<file path="src/rtl/activity_window_analyzer.sv">
// Turns free-running activity counters into per-window deltas and raises sticky
// threshold alarms; results and alarms update one cycle after each window capture.
module activity_window_analyzer #(
  parameter int unsigned WINDOW_CYCLES = 1024,
  parameter int unsigned FSM_MIN       = 8,
  parameter int unsigned PCW_MAX       = 512,
  parameter int unsigned REC_MAX       = 64
) (
  input  logic        clk,
  input  logic        reset,
  input  logic        enable,
  input  logic        clear_alarm,
  input  logic [31:0] fsm_count_in,
  input  logic [31:0] pcw_count_in,
  input  logic [31:0] rec_count_in,
  output logic [31:0] fsm_delta,
  output logic [31:0] pcw_delta,
  output logic [31:0] rec_delta,
  output logic        window_valid,
  output logic [15:0] window_count,
  output logic        fsm_stall_alarm,
  output logic        pcw_alarm,
  output logic        rec_alarm,
  output logic        any_alarm
);

  localparam logic [15:0] TIMER_LAST = 16'(WINDOW_CYCLES - 1);

  typedef enum logic [1:0] {
    IDLE    = 2'd0,
    RUN     = 2'd1,
    CAPTURE = 2'd2,
    EVAL    = 2'd3
  } state_t;

  state_t      r_state;
  state_t      w_state_nxt;
  logic [15:0] r_timer;
  logic [31:0] r_fsm_base;
  logic [31:0] r_pcw_base;
  logic [31:0] r_rec_base;
  logic [31:0] r_fsm_delta;
  logic [31:0] r_pcw_delta;
  logic [31:0] r_rec_delta;
  logic        r_window_valid;
  logic [15:0] r_window_count;
  logic        r_fsm_alarm;
  logic        r_pcw_alarm;
  logic        r_rec_alarm;
  logic        r_any_alarm;

  logic        w_eval;
  logic        w_fsm_alarm_nxt;
  logic        w_pcw_alarm_nxt;
  logic        w_rec_alarm_nxt;

  always_ff @(posedge clk or posedge reset) begin
    if (reset) begin
      r_state <= IDLE;
    end else begin
      r_state <= w_state_nxt;
    end
  end

  // CAPTURE and EVAL always complete once entered, regardless of enable.
  always_comb begin
    w_state_nxt = r_state;
    case (r_state)
      IDLE: begin
        if (enable) w_state_nxt = RUN;
      end
      RUN: begin
        if (!enable)                   w_state_nxt = IDLE;
        else if (r_timer == TIMER_LAST) w_state_nxt = CAPTURE;
      end
      CAPTURE: w_state_nxt = EVAL;
      EVAL:    w_state_nxt = enable ? RUN : IDLE;
      default: w_state_nxt = IDLE;
    endcase
  end

  // A set in EVAL beats a coincident clear for the same alarm.
  always_comb begin
    w_eval          = (r_state == EVAL);
    w_fsm_alarm_nxt = (r_fsm_alarm & ~clear_alarm) | (w_eval & (r_fsm_delta < 32'(FSM_MIN)));
    w_pcw_alarm_nxt = (r_pcw_alarm & ~clear_alarm) | (w_eval & (r_pcw_delta > 32'(PCW_MAX)));
    w_rec_alarm_nxt = (r_rec_alarm & ~clear_alarm) | (w_eval & (r_rec_delta > 32'(REC_MAX)));
  end

  always_ff @(posedge clk or posedge reset) begin
    if (reset) begin
      r_timer        <= '0;
      r_fsm_base     <= '0;
      r_pcw_base     <= '0;
      r_rec_base     <= '0;
      r_fsm_delta    <= '0;
      r_pcw_delta    <= '0;
      r_rec_delta    <= '0;
      r_window_valid <= 1'b0;
      r_window_count <= '0;
      r_fsm_alarm    <= 1'b0;
      r_pcw_alarm    <= 1'b0;
      r_rec_alarm    <= 1'b0;
      r_any_alarm    <= 1'b0;
    end else begin
      case (r_state)
        IDLE: begin
          if (enable) begin
            r_fsm_base <= fsm_count_in;
            r_pcw_base <= pcw_count_in;
            r_rec_base <= rec_count_in;
            r_timer    <= '0;
          end
        end
        RUN: begin
          r_timer <= r_timer + 16'd1;
        end
        CAPTURE: begin
          // Modulo-2^32 subtraction keeps deltas correct across upstream wrap.
          r_fsm_delta <= fsm_count_in - r_fsm_base;
          r_pcw_delta <= pcw_count_in - r_pcw_base;
          r_rec_delta <= rec_count_in - r_rec_base;
          r_fsm_base  <= fsm_count_in;
          r_pcw_base  <= pcw_count_in;
          r_rec_base  <= rec_count_in;
        end
        EVAL: begin
          r_timer <= '0;
          if (r_window_count != 16'hFFFF) r_window_count <= r_window_count + 16'd1;
        end
        default: ;
      endcase
      r_window_valid <= w_eval;
      r_fsm_alarm    <= w_fsm_alarm_nxt;
      r_pcw_alarm    <= w_pcw_alarm_nxt;
      r_rec_alarm    <= w_rec_alarm_nxt;
      r_any_alarm    <= w_fsm_alarm_nxt | w_pcw_alarm_nxt | w_rec_alarm_nxt;
    end
  end

  assign fsm_delta       = r_fsm_delta;
  assign pcw_delta       = r_pcw_delta;
  assign rec_delta       = r_rec_delta;
  assign window_valid    = r_window_valid;
  assign window_count    = r_window_count;
  assign fsm_stall_alarm = r_fsm_alarm;
  assign pcw_alarm       = r_pcw_alarm;
  assign rec_alarm       = r_rec_alarm;
  assign any_alarm       = r_any_alarm;

endmodule

</file>
<file path="config.mk">
export PLATFORM = sky130hd
export DESIGN_NAME = activity_window_analyzer
export DESIGN_NICKNAME = d
export VERILOG_FILES = /design/src/rtl/activity_window_analyzer.sv
export SDC_FILE = /design/constraint.sdc
export NUM_CORES = 1
export LEC_CHECK = 0
export BUFFER_PORTS_ARGS = -buffer_cell sky130_fd_sc_hd__buf_4
export CAP_MARGIN = 20
export CORE_ASPECT_RATIO = 1.1
export CORE_MARGIN = 10
export CORE_UTILIZATION = 55
export DETAILED_ROUTE_END_ITERATION = 16
export PLACE_DENSITY = 0.77
export SYNTH_ARGS = -nofsm -noshare
export SYNTH_HDL_FRONTEND = slang
export SYNTH_SLANG_ARGS = --single-unit
</file>
<file path="constraint.sdc">
create_clock -name clk -period 22.6 [get_ports clk]
set_clock_uncertainty 0.2 [all_clocks]
set_input_delay 2.26 -clock clk [delete_from_list [all_inputs] [get_ports clk]]
set_output_delay 2.26 -clock clk [all_outputs]
set_load 0.01 [all_outputs]
</file>
# Word-level counts from Yosys, hierarchy flattened
# Index checks and enable logic that the tools add are counted.
# word_totals
in_bits	100
register_bits	231
word_cells	61
# op_classes
n_addsub	5
n_reduce_logical	7
n_mux	13
n_eq_ne	7
bitwise	12
magnitude_cmp	3
# ops
cell	count
32-bit case mux with 2 select lines	3
32-bit two-way mux	3
32-bit subtractor	3
16-bit case mux with 3 select lines	1
16-bit by 1-bit adder with 16-bit output (second input constant)	2
32-bit by 10-bit greater-than comparator with 1-bit output (second input constant)	1
32-bit by 7-bit greater-than comparator with 1-bit output (second input constant)	1
32-bit by 4-bit less-than comparator with 1-bit output (second input constant)	1
16-bit by 10-bit equality test with 1-bit output (second input constant)	1
16-bit two-way mux	1
16-bit inequality test (second input constant)	1
2-bit case mux with 4 select lines	1
2-bit AND reduction	4
1-bit AND	6
2-bit two-way mux	3
1-bit OR	5
2-bit equality test (second input constant)	2
3-bit inequality test (second input constant)	1
3-bit nonzero test	1
2-bit by 1-bit equality test with 1-bit output (second input constant)	1
2-bit logical NOT	1
2-bit inequality test (second input constant)	1
2-bit nonzero test	1
1-bit two-way mux	1
1-bit inverter	1

# Depth between registers and ports, before layout
# depth
ltp_word	5
mapped_depth	11
ltp_nobuf	11

# Worst setup path after synthesis
# OpenSTA, ideal clock, no wires.
# synth_timing
path_kind	in2reg
start	in fsm_count_in[0]
end	reg r_fsm_delta[28] (netlist: fsm_delta[28])
required_time_ns	22.317
setup_slack_ns	17.846
path_buffers	0
cell_stages	11
arrival_time_ns	4.472
cell_sequence	inv_1 > ha_1 > fa_1 > and2b_1 > o31a_1 > o31a_1 > o21ai_2 > o41ai_1 > o21ai_0 > xor2_1 > o21ai_0
# synth_between
elab_chain_len	1
# synth_lines
element	line	text
start: declaration	13	input logic [31:0] fsm_count_in,
32-bit subtractor	120	r_fsm_delta <= fsm_count_in - r_fsm_base;
end signal: assignment	120	
end: declaration	42	logic [31:0] r_fsm_delta;
# Every way passes these cells.
# A chain may end at the register's enable or synchronous reset.

# Final worst setup path
# Same ends and word-level chain as after synthesis.

==> flow_metrics.tcl <==
set metrics [dict create \
    finalSetupViolCount 0 \
    hold_class "reg -> reg" \
    syn_area_sq_um 14300 \
    place.gp.congestion 0.900 \
    fp.dieW_um 174 \
    clkTransAtPathRegs_ns 0.06 \
    io_buffers 216 \
    status "complete, no violations" \
    relSlewSlack_pct 35.2 \
    cts_resized 0 \
    initial_core_util_pct 56.2 \
    worstPathRequired_ns 22.84 \
    vdd_drop_max_uv 66.8 \
    synth_nets 1749 \
    grt_max_degree 106 \
    drc 0 \
    p_sw_share_pct 34.3 \
    power_frac_clock_pct 28.9 \
    grt_usage_pct 22.2 \
    crit_fanout 6 \
    area_growth_pct 19.3 \
    cp-end-kind "register" \
    cts_max_path_buffers 3 \
    htree_num_levels 1 \
    setup_tns_ns 0 \
    synth_edf_count 0 \
    antenna_found_initial 1 \
    first_pass_iters 5 \
    pwr-share-seq_pct 36.1 \
    cts_setup_buffers 0 \
    crit_type "in -> reg" \
    grt_pass1_vias 12400 \
    final-seq-area_sq_um 5780 \
    nFillCells 2119 \
    grt_pass1_wl_um 62000 \
    viasPerCell 5.75 \
    intPower_w 0.000959 \
    die_h_um 189 \
    io_pins 217 \
    synth-async-reset-ratio_pct 100 \
    drive_above_1_share_pct 21.5 \
    power_density_nw_per_um2 85.5 \
    dieArea_sq_um 32900 \
    final_cell_mix "dfrtp_1, buf_4, nand2_1" \
    wirelength_um 37600 \
    max_freq_mhz 215 \
    comb_power_share_pct 35.0 \
    rsz0062_at_grt "false" \
    arrival_ns 4.89 \
    finalPower_w 0.00146 \
    cts_buffers 27 \
    synth.avg_cell_area_sq_um 9.23 \
    post-route-min-period_ns 4.65 \
    leakagePower_nw 8.33 \
    clock_sinks 231 \
    synth_top_flop_cell "dfrtp_1" \
    synth.yosys.seq_area_share_pct 40.4 \
    dp_hpwl_um 28500 \
    cts_hold_buffers 0 \
    vias 12200 \
    cts_root_buf "clkbuf_16" \
    avgRoutedWirePerCell_um 17.8 \
    synth-seq-cells 231 \
    layout.nets 1948 \
    multi_input_area_sq_um 7880 \
    ant_nets 0 \
    grt-ovfl-total 0 \
    synthDistinctLibCells 72 \
    finalHoldViolations 0 \
    max_cap_viol_count 0 \
    synth-warning-count 0 \
    core_sq_um 25500 \
    drtIter0Drc 833 \
    slew_viol_final 0 \
    synthCells 1551 \
    cts_tree "done" \
    tightest_slew_ns 0.971 \
    clock_latency_ns 0.54 \
    period_share_pct 20.6 \
    layout_commonest_cell "dfrtp_1" \
    switchingPower_w 0.000501 \
    rows 61 \
    startpoint_type "primary input" \
]
[worst max-delay path: stages]
cell,delay [ns]
buf_4,0.08
inv_1,0.04
ha_1,0.22
fa_1,0.38
and2b_1,0.24
o31a_1,0.18
o31a_1,0.20
o21ai_2,0.13
o41ai_1,0.63
o21ai_0,0.22
xor2_1,0.17
o21ai_0,0.14
[metal layers]
metal  routed length, um  GRT usage, %  part of all wire, %  vias to the layer above
met1               16800          28.6                   45                     5868
met2               18000          37.9                   48                      337
met4                 754          5.96                  2.0                        2
met3                2040          3.66                  5.4                       54
met5                  13             0                0.035                        -
li1                    -             -                    -                     5911
[per-stage QoR]
stage                     setup WS [ns]  cells  area (sq um)  utilization, %  hold WS, ns
final                             17.95   2116         17100            67.0        0.284
after global routing              17.75   2115         17100            67.0        0.316
after CTS                         18.00   2114         17100            66.9        0.288
after detailed placement          17.43   2066         16200            63.6        0.276
after global placement            17.50   2066         16200            63.6        0.266
after floorplan                   13.81   1551         14300               -        0.254
[cells in the mapped netlist, types with 19 or more instances]
cell	number	area (sq um)
a21o_1	51	383
a21oi_1	83	415
and3_1	23	144
clkbuf_1	44	165
dfrtp_1	231	5780
ha_1	95	1190
inv_1	120	450
mux2_2	93	1050
nand2_1	184	691
nand3_1	35	175
nand4_1	19	119
nor2_1	71	267
nor3_1	33	165
nor4_1	21	131
o21a_1	24	180
o21ai_0	149	746
xnor2_1	47	412
xor2_1	44	385
[state kept, by name (all words and copies together) (netlist names), named ones only]
signal and flops:
any_alarm 1, fsm_delta 32, fsm_stall_alarm 1, pcw_alarm 1, pcw_delta 32, r_fsm_base 32
r_pcw_base 32, r_rec_base 32, r_state 1, r_timer 16, rec_alarm 1, rec_delta 32
window_count 16, window_valid 1
[kinds of logic (layout without fill, tap and decap cells)]
logic type	after synthesis	in the layout	share of synthesized area (%)
and+or+nand+nor	444	444	14.7
adders and majority gates	98	98	8.72
xor gates and xnor gates	91	91	5.57
DFF	231	231	40.4
AOI/OAI and AO/OA	419	419	18.4
muxes	96	96	7.52
buffers and inverters	172	390	4.75
other	0	1	0
[power by group through the flow]
| stage | Combinational (W) | Clock (W) | Sequential [W] |
|---|---|---|---|
| floorplan | 0.000346 | 0 | 0.000531 |
| global placement | 0.000496 | 0 | 0.000530 |
| detailed placement | 0.000507 | 0 | 0.000533 |
| CTS | 0.000511 | 0.000430 | 0.000526 |
| global route | 0.000570 | 0.000446 | 0.000535 |
| finish | 0.000511 | 0.000421 | 0.000527 |
[cell type report]
type	instances	area share, %
Antenna cell	1	0.0147
Tap cell	346	2.54
Clock inverter	8	0.425
Multi-Input combinational cell	1148	46.1
Sequential cell	231	33.9
Inverter	120	2.68
Clock buffer	40	4.59
Timing Repair Buffer	222	9.76
[final timing paths]
kind / startpoint / endpoint / slack, ns / cells past startpoint
setup / recovery: fsm_count_in[0] / fsm_delta[28] / 17.95 / 12
max in group asynchronous: reset / r_timer[7] / 19.05 / 3
hold / removal: r_rec_base[0] / r_rec_base[0] / 0.28 / 2
min in group asynchronous: reset / window_count[10] / 1.68 / 2
hold reg to reg: r_rec_base[0] / r_rec_base[0] / 0.28 / 2
setup reg to reg: r_fsm_base[0] / fsm_delta[28] / 19.41 / 10
Note: power is estimated with default switching activity, not from simulation.
